`config.mk`:
```
export PLATFORM = sky130hd
export DESIGN_NAME = pc_sequencer
export DESIGN_NICKNAME = d
export VERILOG_FILES = /design/src/rtl/pc_seq_pkg.sv /design/src/rtl/pc_seq_perf.sv /design/src/rtl/pc_sequencer.sv
export SDC_FILE = /design/constraint.sdc
export NUM_CORES = 1
export LEC_CHECK = 0
export BUFFER_PORTS_ARGS = -buffer_cell sky130_fd_sc_hd__buf_2
export CAP_MARGIN = 30
export CORE_UTILIZATION = 37
export DETAILED_ROUTE_END_ITERATION = 7
export PLACE_DENSITY = 0.67
export SYNTH_ARGS = -nofsm -noshare
export SYNTH_HDL_FRONTEND = slang
export SYNTH_HIERARCHICAL = 1
export SYNTH_SLANG_ARGS = --single-unit
```
`constraint.sdc`:
```
create_clock -name clk -period 4.3 [get_ports clk]
set_input_delay 0.43 -clock clk [delete_from_list [all_inputs] [get_ports clk]]
set_output_delay 0.43 -clock clk [all_outputs]
set_load 0.005 [all_outputs]
```
`src/rtl/pc_seq_pkg.sv`:
```
// Shared types and defaults for the pc_sequencer control block.
// State encoding, width defaults and SZCV flag bit positions live here.
package pc_seq_pkg;

    typedef enum logic [2:0] {
        ST_IDLE  = 3'd0,
        ST_FETCH = 3'd1,
        ST_EXEC  = 3'd2,
        ST_WB    = 3'd3,
        ST_HALT  = 3'd4
    } state_t;

    localparam int          PC_W_DEF     = 12;
    localparam int          IW_DEF       = 16;
    localparam logic [11:0] RESET_PC_DEF = 12'h000;

    localparam int SZCV_W = 4;
    localparam int SZCV_S = 3;
    localparam int SZCV_Z = 2;
    localparam int SZCV_C = 1;
    localparam int SZCV_V = 0;

endpackage

```
`src/rtl/pc_seq_perf.sv`:
```
// Instruction and taken-branch counters for pc_sequencer.
// Built only when PC_SEQ_PERF_EN is defined; both counters wrap at 2^32.
module pc_seq_perf (
    input  logic        clk,
    input  logic        rst_n,
    input  logic        i_clear,
    input  logic        i_wb,
    input  logic        i_taken,
    output logic [31:0] o_instr_cnt,
    output logic [31:0] o_taken_cnt
);

    logic [31:0] r_instr_cnt;
    logic [31:0] r_taken_cnt;

    // A start is never accepted in WB, so clear and increment cannot collide.
    always_ff @(posedge clk or negedge rst_n) begin
        if (!rst_n) begin
            r_instr_cnt <= '0;
            r_taken_cnt <= '0;
        end else if (i_clear) begin
            r_instr_cnt <= '0;
            r_taken_cnt <= '0;
        end else if (i_wb) begin
            r_instr_cnt <= r_instr_cnt + 32'd1;
            if (i_taken) begin
                r_taken_cnt <= r_taken_cnt + 32'd1;
            end
        end
    end

    assign o_instr_cnt = r_instr_cnt;
    assign o_taken_cnt = r_taken_cnt;

endmodule

```
`src/rtl/pc_sequencer.sv`:
```
// Multi-cycle FETCH -> EXEC -> WB sequencer owning the PC and SZCV flags.
// Optional performance counters are enabled with the PC_SEQ_PERF_EN macro.
module pc_sequencer
    import pc_seq_pkg::*;
#(
    parameter int              PC_W     = PC_W_DEF,
    parameter int              IW       = IW_DEF,
    parameter logic [PC_W-1:0] RESET_PC = PC_W'(RESET_PC_DEF)
) (
    input  logic              clk,
    input  logic              rst_n,
    input  logic              start,
    output logic              imem_req,
    output logic [PC_W-1:0]   imem_addr,
    input  logic              imem_ack,
    input  logic [IW-1:0]     imem_rdata,
    output logic [PC_W-1:0]   pc_o,
    output logic [IW-1:0]     instr_o,
    output logic [SZCV_W-1:0] szcv_o,
    input  logic              jflag,
    input  logic [PC_W-1:0]   jdest,
    input  logic              is_halt,
    input  logic              exec_done,
    input  logic [SZCV_W-1:0] szcv_in,
    input  logic              szcv_we,
    output logic              ph_exec,
    output logic              ph_wb,
    output logic              halted
`ifdef PC_SEQ_PERF_EN
    ,
    output logic [31:0]       instr_cnt,
    output logic [31:0]       taken_cnt
`endif
);

    state_t            r_state;
    state_t            w_state_next;
    logic [PC_W-1:0]   r_pc;
    logic [PC_W-1:0]   w_pc_next;
    logic [IW-1:0]     r_instr;
    logic [IW-1:0]     w_instr_next;
    logic [SZCV_W-1:0] r_szcv;
    logic [SZCV_W-1:0] w_szcv_next;

    always_ff @(posedge clk or negedge rst_n) begin
        if (!rst_n) begin
            r_state <= ST_IDLE;
            r_pc    <= RESET_PC;
            r_instr <= '0;
            r_szcv  <= '0;
        end else begin
            r_state <= w_state_next;
            r_pc    <= w_pc_next;
            r_instr <= w_instr_next;
            r_szcv  <= w_szcv_next;
        end
    end

    always_comb begin
        w_state_next = r_state;
        w_pc_next    = r_pc;
        w_instr_next = r_instr;
        w_szcv_next  = r_szcv;
        case (r_state)
            ST_IDLE, ST_HALT: begin
                if (start) begin
                    w_pc_next    = RESET_PC;
                    w_szcv_next  = '0;
                    w_state_next = ST_FETCH;
                end
            end
            ST_FETCH: begin
                if (imem_ack) begin
                    w_instr_next = imem_rdata;
                    w_state_next = ST_EXEC;
                end
            end
            ST_EXEC: begin
                // HALT wins over exec_done so the halted PC still names the HALT.
                if (is_halt) begin
                    w_state_next = ST_HALT;
                end else if (exec_done) begin
                    w_state_next = ST_WB;
                end
            end
            ST_WB: begin
                // jflag was computed from r_szcv, i.e. the flags before this update.
                w_pc_next = jflag ? jdest : r_pc + PC_W'(1);
                if (szcv_we) begin
                    w_szcv_next = szcv_in;
                end
                w_state_next = ST_FETCH;
            end
            default: begin
                w_state_next = ST_IDLE;
            end
        endcase
    end

    assign imem_req  = (r_state == ST_FETCH);
    assign imem_addr = r_pc;
    assign pc_o      = r_pc;
    assign instr_o   = r_instr;
    assign szcv_o    = r_szcv;
    assign ph_exec   = (r_state == ST_EXEC);
    assign ph_wb     = (r_state == ST_WB);
    assign halted    = (r_state == ST_HALT);

`ifdef PC_SEQ_PERF_EN
    logic w_start_acc;
    assign w_start_acc = start && ((r_state == ST_IDLE) || (r_state == ST_HALT));

    pc_seq_perf u_perf (
        .clk         (clk),
        .rst_n       (rst_n),
        .i_clear     (w_start_acc),
        .i_wb        (ph_wb),
        .i_taken     (jflag),
        .o_instr_cnt (instr_cnt),
        .o_taken_cnt (taken_cnt)
    );
`endif

endmodule

```
==> results.md <==
* Status: finished, violations left
* Failing checks: DRC
* Most frequent cells after synthesis: dfrtp_1, o21ai_0, mux2_2
* Vert. Die Dim at 71.1 um
* Count of pins over their slew limit at 0
* CP Data Arrival Time at 1720 ps
* Clock latency at the later pin of the worst-skew pair at 290 ps
* Clock Sinks at 35
* Cts bufs inserted at 5
* Clock power share at 0.180
* Synth Flop Type: dfrtp_1
* Initial drt markers at 108
* First-pass GRT wire length at between 6000 and 7000 um
* Top Usage Layer GRT: met2
* GR Util All Layers at 0.177
* Net Sw Frac at 0.361
* Fillers at 424
* CP Cell Sequence: nand3b_1, inv_2, buf_2
* Die area at ~5000 um^2
* Post-synthesis cell area at ~1800 um^2
* Critical Path RT at 3870 ps
* Sequential-to-total area share from yosys stat at 0.496
* Reg2reg start: r_state[1]
* Clock root buffer: clkbuf_8
* Max-Cap Viols at 0
* Internal power at 0.000930 W
* Die width at 71.1 um
* Final setup TNS at 0 ps
* CP endpoint kind: output pin
* Largest net degree at the start of global routing at 36
* Post-synth EDFFs at 0
* Clk_skew at 3.79 ps
* Slew @ Worst Pin at 769 ps
* Starting Density at 0.395
* Yosys warns at 6
* Min Tclk post-route at 2150 ps
* Post-CTS setup repair buffer count at 0
* DRT Pass-1 Iters at 6
* Most common cell in the synthesized netlist: dfrtp_1
* M3 GR Usage at 0.0470
* Initial antenna violation count at 0
* Unrepaired setup endpoints after global routing: no
* Crit path max-delay family: flip-flops
* Worst-case vdd ir drop at 0.277 mV
* Library cells used by synthesis at 31
* Routed len/inst at 14.2 um
* Final #Nets at 287
* Nature of the critical path startpoint: flip-flop
* Vias at 1541
* Layout cells sized above 1 at 0.466
* Switch Pwr at around 0.00052 W
* Grt total ovfl at 0
* Max Freq at 464 MHz
* Area fraction of the dominant cell type after synthesis at 0.496
* Sequential standard cell area at just under 900 um^2
* Combinational share of power at 0.387
* Max_slew headroom at 0.487
* Final core area utilization at 0.503
* Hold Fails Final Rpt at 0
* PortBufs at 87
* Vias per std cell at 5.15
* Vias in the first global route at 1485
* Leakage power at approximately 1.1 nW
* Worst Setup SP: r_state[1]
* Post-synthesis net count at approximately 210
* Top cells by area, synth: dfrtp_1, mux2_2, o21ai_0
* Post-synth ARST share at 1.00
* Remaining antenna violation count at 0
* Period utilisation layout at 0.501
* Bufs on Longest Clock Path at 2
* Sequential share of power at 0.432
* Number of I/O pins at 88
* GR Layer Usage met2 at 0.291
* Max stage delay on crit path at 560 ps
* Post-synth top area cell: dfrtp_1
* Yosys reg bits at 35
* Crit Path Class: flip-flop to output pin
* Worst-path clk slew at 70 ps
* Crit-path max FO at 12
* CTS H-tree depth at 2
* Std-Cell Rows at 24
* Total core area at 4470 um^2
* Worst hold path class: input pin to async pin
* Remaining DRCs at 4
* PwrDens at between 600 and 700 nW/um^2
* Mapped Cells at 170
* Antenna diode count at 0
* Routability cong. at 0.801
* Area grow syn2layout at 27.5%
* Buffer and inverter count on the worst path at 2
* Critical-path top delay cell: dfrtp_1
* M1 GR Usage at 0.224
* DP HPWL at 3090 um
* CTS tree: built
* Hold Buf Count CTS at 0
* DRT Wirelength at between 4000 and 5000 um
* Post-cts sizing count at 0
* Final setup viols at 0
* Syn avg cell area at 10.4 um^2
* Footprint of the multi-input gates at 748 um^2
layout by cell type (no fill, tap or decap), types with 4 or more instances in the layout:
cell / Yosys / routed
buf_2: 1 / 87
nor4_1: 4 / 4
clkbuf_8: 0 / 7
nor3b_1: 4 / 4
dfrtp_1: 35 / 35
a21oi_1: 9 / 9
o21ai_0: 21 / 21
o2bb2ai_1: 5 / 5
nor3_1: 6 / 6
mux2_2: 16 / 16
nand2_1: 15 / 15
nor2_1: 8 / 8
routing by layer:
metal,wire [um],vias up
met5,0,-
met4,66,0
met3,237,6
met2,2060,49
met1,1870,731
li1,-,755
power groups by stage:
stage          logic [W]  registers, W  clock network [W]
3_3_place_gp    0.000553      0.000628                  0
3_5_place_dp    0.000566      0.000636                  0
4_1_cts         0.000568      0.000631           0.000271
5_1_grt         0.000624      0.000657           0.000286
6_report        0.000564      0.000629           0.000262
2_1_floorplan   0.000374      0.000610                  0
area by class of cell:
class / count / share of cell area
timing repair buffer: 88 / 0.198
sequential: 35 / 0.389
inverter: 4 / 0.00667
clock buffer: 8 / 0.0445
tap: 52 / 0.0289
multi-input combinational: 112 / 0.332
metrics by stage:
step	hold slack, ps	power [W]	setup slack (ps)	cell area [um^2]	std cells
after global placement	462	0.00118	2370	2140	290
after global routing	285	0.00157	2020	2250	299
after CTS	246	0.00147	2130	2240	298
final	210	0.00146	2150	2250	299
after detailed placement	471	0.00120	2350	2140	290
after floorplan	134	0.000984	2700	1770	170
registers in the layout, summed over array words and instances, names as in the netlist:
signal,cells
szcv_o,4
r_state,3
imem_addr,12
instr_o,16
cells by family after synthesis:
group | count (synthesis) | synth area share
fa+ha+maj | 1 | 0.00709
mux | 17 | 0.108
buf+inv | 23 | 0.0801
xor+xnor | 2 | 0.00992
flops | 35 | 0.496
simple gates | 51 | 0.161
compound gates | 41 | 0.138
worst paths after layout:
kind / endpoint / slack, ps / cells after the start
max: ph_wb / 2150 / 3
min: instr_o[9] / 210 / 1
max reg2reg: szcv_o[1] / 2390 / 4
min reg2reg: szcv_o[0] / 480 / 2
max in group asynchronous: imem_addr[10] / 3600 / 1
min in group clk: instr_o[0] / 370 / 2
No activity file was read; power rests on OpenSTA's default activity.
